--- src/rtl/i2s_tx_stream.sv ---
// Stereo I2S / left-justified transmitter with a frame FIFO and an internal SCLK divider.
// Frames are {left, right}; wide slots are zero-padded below the sample.
module i2s_tx_stream #(
  parameter int unsigned WIDTH      = 16,
  parameter int unsigned SLOT_WIDTH = 16,
  parameter int unsigned CLK_DIV    = 2,
  parameter int unsigned FIFO_DEPTH = 4
) (
  input  logic                               i_clk,
  input  logic                               i_rst_n,
  input  logic                               i_on_off,
  input  logic                               i_mode,
  input  logic [2*WIDTH-1:0]                 i_tx,
  input  logic                               i_tx_valid,
  output logic                               o_ready,
  output logic                               o_lrclk,
  output logic                               o_sclk,
  output logic                               o_sd,
  output logic                               o_underrun,
  output logic [$clog2(FIFO_DEPTH+1)-1:0]    o_level
);

  localparam int unsigned FrameBits = 2 * SLOT_WIDTH;
  localparam int unsigned BitW      = $clog2(FrameBits);
  localparam int unsigned DivW      = (CLK_DIV > 1) ? $clog2(CLK_DIV) : 1;
  localparam int unsigned PtrW      = $clog2(FIFO_DEPTH);
  localparam int unsigned LvlW      = $clog2(FIFO_DEPTH + 1);
  localparam logic [BitW-1:0] LastBit  = BitW'(FrameBits - 1);
  localparam logic [BitW-1:0] SlotBits = BitW'(SLOT_WIDTH);
  localparam logic [DivW-1:0] DivLast  = DivW'(CLK_DIV - 1);
  localparam logic [LvlW-1:0] LvlFull  = LvlW'(FIFO_DEPTH);

  typedef enum logic {StIdle, StRun} state_e;

  state_e               r_state, r_state_d;
  logic [2*WIDTH-1:0]   r_mem [FIFO_DEPTH];
  logic [PtrW-1:0]      r_wr_ptr, r_rd_ptr;
  logic [LvlW-1:0]      r_level;
  logic [FrameBits-1:0] r_shift, r_shift_d;
  logic [BitW-1:0]      r_bit_cnt, r_bit_cnt_d;
  logic [DivW-1:0]      r_div_cnt, r_div_cnt_d;
  logic                 r_sclk, r_sclk_d;
  logic                 r_lrclk, r_lrclk_d;
  logic                 r_sd, r_sd_d;
  logic                 r_underrun, r_underrun_d;
  logic                 r_dly, r_dly_d;
  logic                 r_mode, r_mode_d;

  logic                 w_push, w_pop, w_empty, w_div_tc, w_fall, w_end, w_frame_start;
  logic [2*WIDTH-1:0]   w_head;
  logic [FrameBits-1:0] w_load;

  assign w_empty       = (r_level == '0);
  assign w_push        = i_tx_valid && (r_level != LvlFull);
  assign w_div_tc      = (r_div_cnt == DivLast);
  assign w_fall        = (r_state == StRun) && w_div_tc && r_sclk;
  assign w_end         = w_fall && (r_bit_cnt == LastBit);
  assign w_frame_start = i_on_off && ((r_state == StIdle) || w_end);
  // Pop decision uses the pre-update level, so a same-cycle push into an empty FIFO waits.
  assign w_pop         = w_frame_start && !w_empty;
  assign w_head        = r_mem[r_rd_ptr];

  always_comb begin
    w_load = '0;
    if (!w_empty) begin
      w_load[FrameBits-1 -: WIDTH]  = w_head[2*WIDTH-1:WIDTH];
      w_load[SLOT_WIDTH-1 -: WIDTH] = w_head[WIDTH-1:0];
    end
  end

  always_comb begin
    r_state_d    = r_state;
    r_shift_d    = r_shift;
    r_bit_cnt_d  = r_bit_cnt;
    r_div_cnt_d  = r_div_cnt;
    r_sclk_d     = r_sclk;
    r_dly_d      = r_dly;
    r_mode_d     = r_mode;
    r_underrun_d = 1'b0;
    unique case (r_state)
      StIdle: begin
        if (i_on_off) r_state_d = StRun;
      end
      StRun: begin
        r_div_cnt_d = w_div_tc ? '0 : r_div_cnt + 1'b1;
        if (w_div_tc) r_sclk_d = ~r_sclk;
        if (w_fall) begin
          r_bit_cnt_d = r_bit_cnt + 1'b1;
          r_shift_d   = {r_shift[FrameBits-2:0], 1'b0};
          r_dly_d     = r_shift[FrameBits-1];
        end
        if (w_end && !i_on_off) begin
          r_state_d   = StIdle;
          r_bit_cnt_d = '0;
          r_div_cnt_d = '0;
          r_sclk_d    = 1'b0;
          r_dly_d     = 1'b0;
        end
      end
      default: r_state_d = StIdle;
    endcase
    if (w_frame_start) begin
      r_shift_d    = w_load;
      r_bit_cnt_d  = '0;
      r_div_cnt_d  = '0;
      r_sclk_d     = 1'b0;
      r_mode_d     = i_mode;
      r_underrun_d = w_empty;
    end
    r_sd_d    = (r_state_d == StRun) ? (r_mode_d ? r_shift_d[FrameBits-1] : r_dly_d) : 1'b0;
    r_lrclk_d = (r_state_d == StRun) && (r_bit_cnt_d >= SlotBits);
  end

  always_ff @(posedge i_clk) begin
    if (!i_rst_n) begin
      r_state    <= StIdle;
      r_shift    <= '0;
      r_bit_cnt  <= '0;
      r_div_cnt  <= '0;
      r_sclk     <= 1'b0;
      r_lrclk    <= 1'b0;
      r_sd       <= 1'b0;
      r_underrun <= 1'b0;
      r_dly      <= 1'b0;
      r_mode     <= 1'b0;
    end else begin
      r_state    <= r_state_d;
      r_shift    <= r_shift_d;
      r_bit_cnt  <= r_bit_cnt_d;
      r_div_cnt  <= r_div_cnt_d;
      r_sclk     <= r_sclk_d;
      r_lrclk    <= r_lrclk_d;
      r_sd       <= r_sd_d;
      r_underrun <= r_underrun_d;
      r_dly      <= r_dly_d;
      r_mode     <= r_mode_d;
    end
  end

  always_ff @(posedge i_clk) begin
    if (!i_rst_n) begin
      r_wr_ptr <= '0;
      r_rd_ptr <= '0;
      r_level  <= '0;
    end else begin
      if (w_push) r_wr_ptr <= r_wr_ptr + 1'b1;
      if (w_pop)  r_rd_ptr <= r_rd_ptr + 1'b1;
      if (w_push && !w_pop)      r_level <= r_level + 1'b1;
      else if (!w_push && w_pop) r_level <= r_level - 1'b1;
    end
  end

  always_ff @(posedge i_clk) begin
    if (w_push) r_mem[r_wr_ptr] <= i_tx;
  end

  assign o_ready    = (r_level != LvlFull);
  assign o_level    = r_level;
  assign o_sclk     = r_sclk;
  assign o_lrclk    = r_lrclk;
  assign o_sd       = r_sd;
  assign o_underrun = r_underrun;

endmodule

--- config.mk ---
export PLATFORM = sky130hd
export DESIGN_NAME = i2s_tx_stream
export DESIGN_NICKNAME = d
export VERILOG_FILES = /design/src/rtl/i2s_tx_stream.sv
export SDC_FILE = /design/constraint.sdc
export NUM_CORES = 1
export LEC_CHECK = 0
export CAP_MARGIN = 20
export CORE_MARGIN = 1
export CORE_UTILIZATION = 55
export DETAILED_ROUTE_END_ITERATION = 10
export PLACE_DENSITY = 0.75
export REMOVE_ABC_BUFFERS = 1
export SYNTH_ARGS = -nofsm -noshare
export SYNTH_HDL_FRONTEND = slang
export SYNTH_SLANG_ARGS = --single-unit
--- constraint.sdc ---
create_clock -name i_clk -period 4.6 [get_ports i_clk]
set_input_delay 0.69 -clock i_clk [delete_from_list [all_inputs] [get_ports i_clk]]
set_output_delay 0.69 -clock i_clk [all_outputs]
set_load 0.01 [all_outputs]
==> summary.txt <==
max incr delay on CP -> 0.38 ns
Die ar. -> 0.0130 mm^2
share of layout cells above drive strength 1 -> 0.152
Num CTS Buffers -> 17
synth cell count leaders -> edfxtp_1 (128), dfxtp_1 (54), nor2_1 (47)
Layout Nets -> 512
grt met2 use -> 0.342
sequential area share after synthesis -> 0.714
Fmax -> 0.342 GHz
antenna violations before repair -> 0
RSZ-0062 raised after global routing -> false
initial core utilization -> 0.569
worst clock skew -> 0.00754 ns
Worst Setup End Kind -> flop
final hold violations -> 0
minimum clock period -> 2.93 ns
top-count cell post-synth -> edfxtp_1
setup TNS -> 0 ns
max_cap viols -> 0
grt met1 use -> 0.270
Clock Tree Root -> clkbuf_16
Storage cell area -> 0.00493 mm^2
Congestion Overflow GR -> 0
Row Count -> 40
Pleak -> 2.73 nW
dpl hpwl -> 6940 um
cts hold-fix bufs -> 0
Avg WL per Cell -> 19.1 um
antenna viol nets, final -> 0
Hold WC Path Type -> reg -> reg
WP data arrival -> 3.27 ns
Final period util -> 0.636
Clock Latency Late Sink -> 0.42 ns
I/O pins -> 45
# fillers -> 844
Peak VDD IR -> 0.000327 V
r2r setup slk -> 1.67 ns
Slew @ Worst Pin -> 0.883 ns
number of flops mapped to enable cells by yosys -> 128
post-CTS setup buffers -> 0
Detailed Route Iter0 Violations -> 417
ANT cells -> 0
Finish-stage setup viols -> 0
Die Y -> 114 um
Max Slew Vio Count -> 0
Die X -> 114 um
vias in the first global route -> 3844
H-tree depth -> 4
Routed WL -> 12400 um
I/O Buffers -> 44
vias post-DR -> 3807
syn_area_per_cell -> 16.5 um^2
Top cell by count, worst path -> ha_1
CTS tree -> done
top_reg_cell synth -> edfxtp_1
maximum buffer depth of the clock tree -> 2
CP cell instances -> ha_1 > and3_1 > ha_1 > nand4_1 > a21oi_2 > buf_4 > inv_1 > ha_1 > inv_1 > fa_1 > xor2_1 > or3_1 > a21oi_1
met3 usage -> 0.0584
top cells by area, synth -> edfxtp_1 (56%), dfxtp_1 (16%), mux4_2 (10%), a221oi_1 (3.8%), nor2_1 (2.6%)
critical path fanouts, max -> 36
post-synthesis cell area -> 0.00689 mm^2
Post-synth ARST share -> 0
maximum number of pins on one net before global-route repair -> 37
Final Hold Slack -> 0.491 ns
slew margin rel. -> 0.410
core footprint -> 0.0121 mm^2
required time worst endpoint -> 4.94 ns
power density over the cells -> 509 mW/mm^2
Resize count post-CTS -> 0
area added between synthesis and finish -> 17.4%
Cell variety after synth -> 39
via/cell ratio -> 5.88
critical path class -> reg -> reg
peak-usage layer in the global routing report -> met2
Ys Warns -> 0
status -> completed
Post-Syn Instances -> 419
clock tree sinks -> 182
first-pass GRT wire length -> 19900 um
area of the multi-input gates -> 0.00182 mm^2
CP max stage cell -> fa_1
GRT Overall Usage -> 0.210
TritonRoute pass-1 iters -> 5
RePlAce Congestion -> 0.787
Startpoint Class -> flop
Yosys top cell area share -> 0.558
clk slew on worst S/H paths -> 0.06 ns
drc violations -> 0
area leader, netlist -> edfxtp_1
Seq cells post-synth -> 182
## worst max-delay path, delay by kind of cell, from the launching register on
| family | cells | cell delay [ns] |
|---|---|---|
| adders and majority gates | 4 | 1.02 |
| xor gates and xnor gates | 1 | 0.18 |
| buffers and inverters | 3 | 0.42 |
| AOI/OAI and AO/OA | 2 | 0.21 |
| and+or+nand+nor | 3 | 0.67 |
| DFF | 1 | 0.34 |
## where the power goes
group	switching (mW)	leakage, nW	internal, mW
clock network	0.577	0.279	0.868
logic	0.317	0.832	0.310
registers	0.0983	1.62	1.95
total	0.992	2.73	3.12
## cells in the final DEF, fill, tap and decap left out, types with 4 or more instances in the layout
cell	instances
edfxtp_1	128
dfxtp_1	52
nor2_1	46
clkdlybuf4s50_1	44
mux4_2	32
a221oi_1	30
o21ai_0	30
clkbuf_16	17
nand2_1	8
buf_4	8
a21oi_1	7
ha_1	7
and2_1	6
inv_1	5
and3_1	5
clkbuf_1	5
xor2_1	4
## path summary, 6_finish.rpt
check / from / end / depth (start not counted)
setup / recovery: r_bit_cnt[0] / o_level[2] / 13
hold / removal: r_bit_cnt[1] / r_bit_cnt[1] / 2
setup reg to reg: r_bit_cnt[0] / o_level[2] / 13
hold reg to reg: r_bit_cnt[1] / r_bit_cnt[1] / 2
## cells by family after synthesis
group	count (synthesis)	share of synthesized area
DFF	182	0.714
AOI/OAI and AO/OA	79	0.0791
and+or+nand+nor	79	0.0512
muxes	35	0.109
buffers and inverters	29	0.0220
adders and majority gates	8	0.0156
xor gates and xnor gates	7	0.00889
## state kept, by name (all words and copies together) (netlist names), named ones only
name / flops
o_sd: 1
r_bit_cnt: 5
o_underrun: 1
r_mode: 1
r_mem: 128
o_level: 3
r_wr_ptr: 2
r_shift: 32
r_rd_ptr: 2
o_lrclk: 1
r_dly: 1
o_sclk: 1
r_div_cnt: 1
r_state: 1
## through the flow
| step | instance area (um^2) | cells | utilization | total power [mW] | setup slack, ns |
|---|---|---|---|---|---|
| 2_1_floorplan | 6760 | 395 | - | 2.47 | 1.60 |
| 4_1_cts | 8090 | 648 | 0.668 | 4.15 | 1.68 |
| 6_report | 8090 | 648 | 0.668 | 4.12 | 1.67 |
| 5_1_grt | 8090 | 648 | 0.668 | 4.27 | 1.49 |
| 3_3_place_gp | 7480 | 615 | 0.618 | 2.68 | 1.52 |
| 3_5_place_dp | 7510 | 616 | 0.620 | 2.72 | 1.43 |
## final cells by class
class,count,area share
multi-input cells,208,0.225
repair buffers,53,0.0652
flip-flops and latches,182,0.609
well taps,168,0.0260
clock inverters,9,0.0158
clock buffers,23,0.0566
inverters,5,0.00232
## routing by layer
layer	part of all wire	up-vias	wire length [um]
li1	-	1743	-
met1	0.43	1921	5290
met2	0.51	126	6270
met3	0.052	17	648
met4	0.015	0	191
met5	0	-	0
No activity file was read; power rests on OpenSTA's default activity.
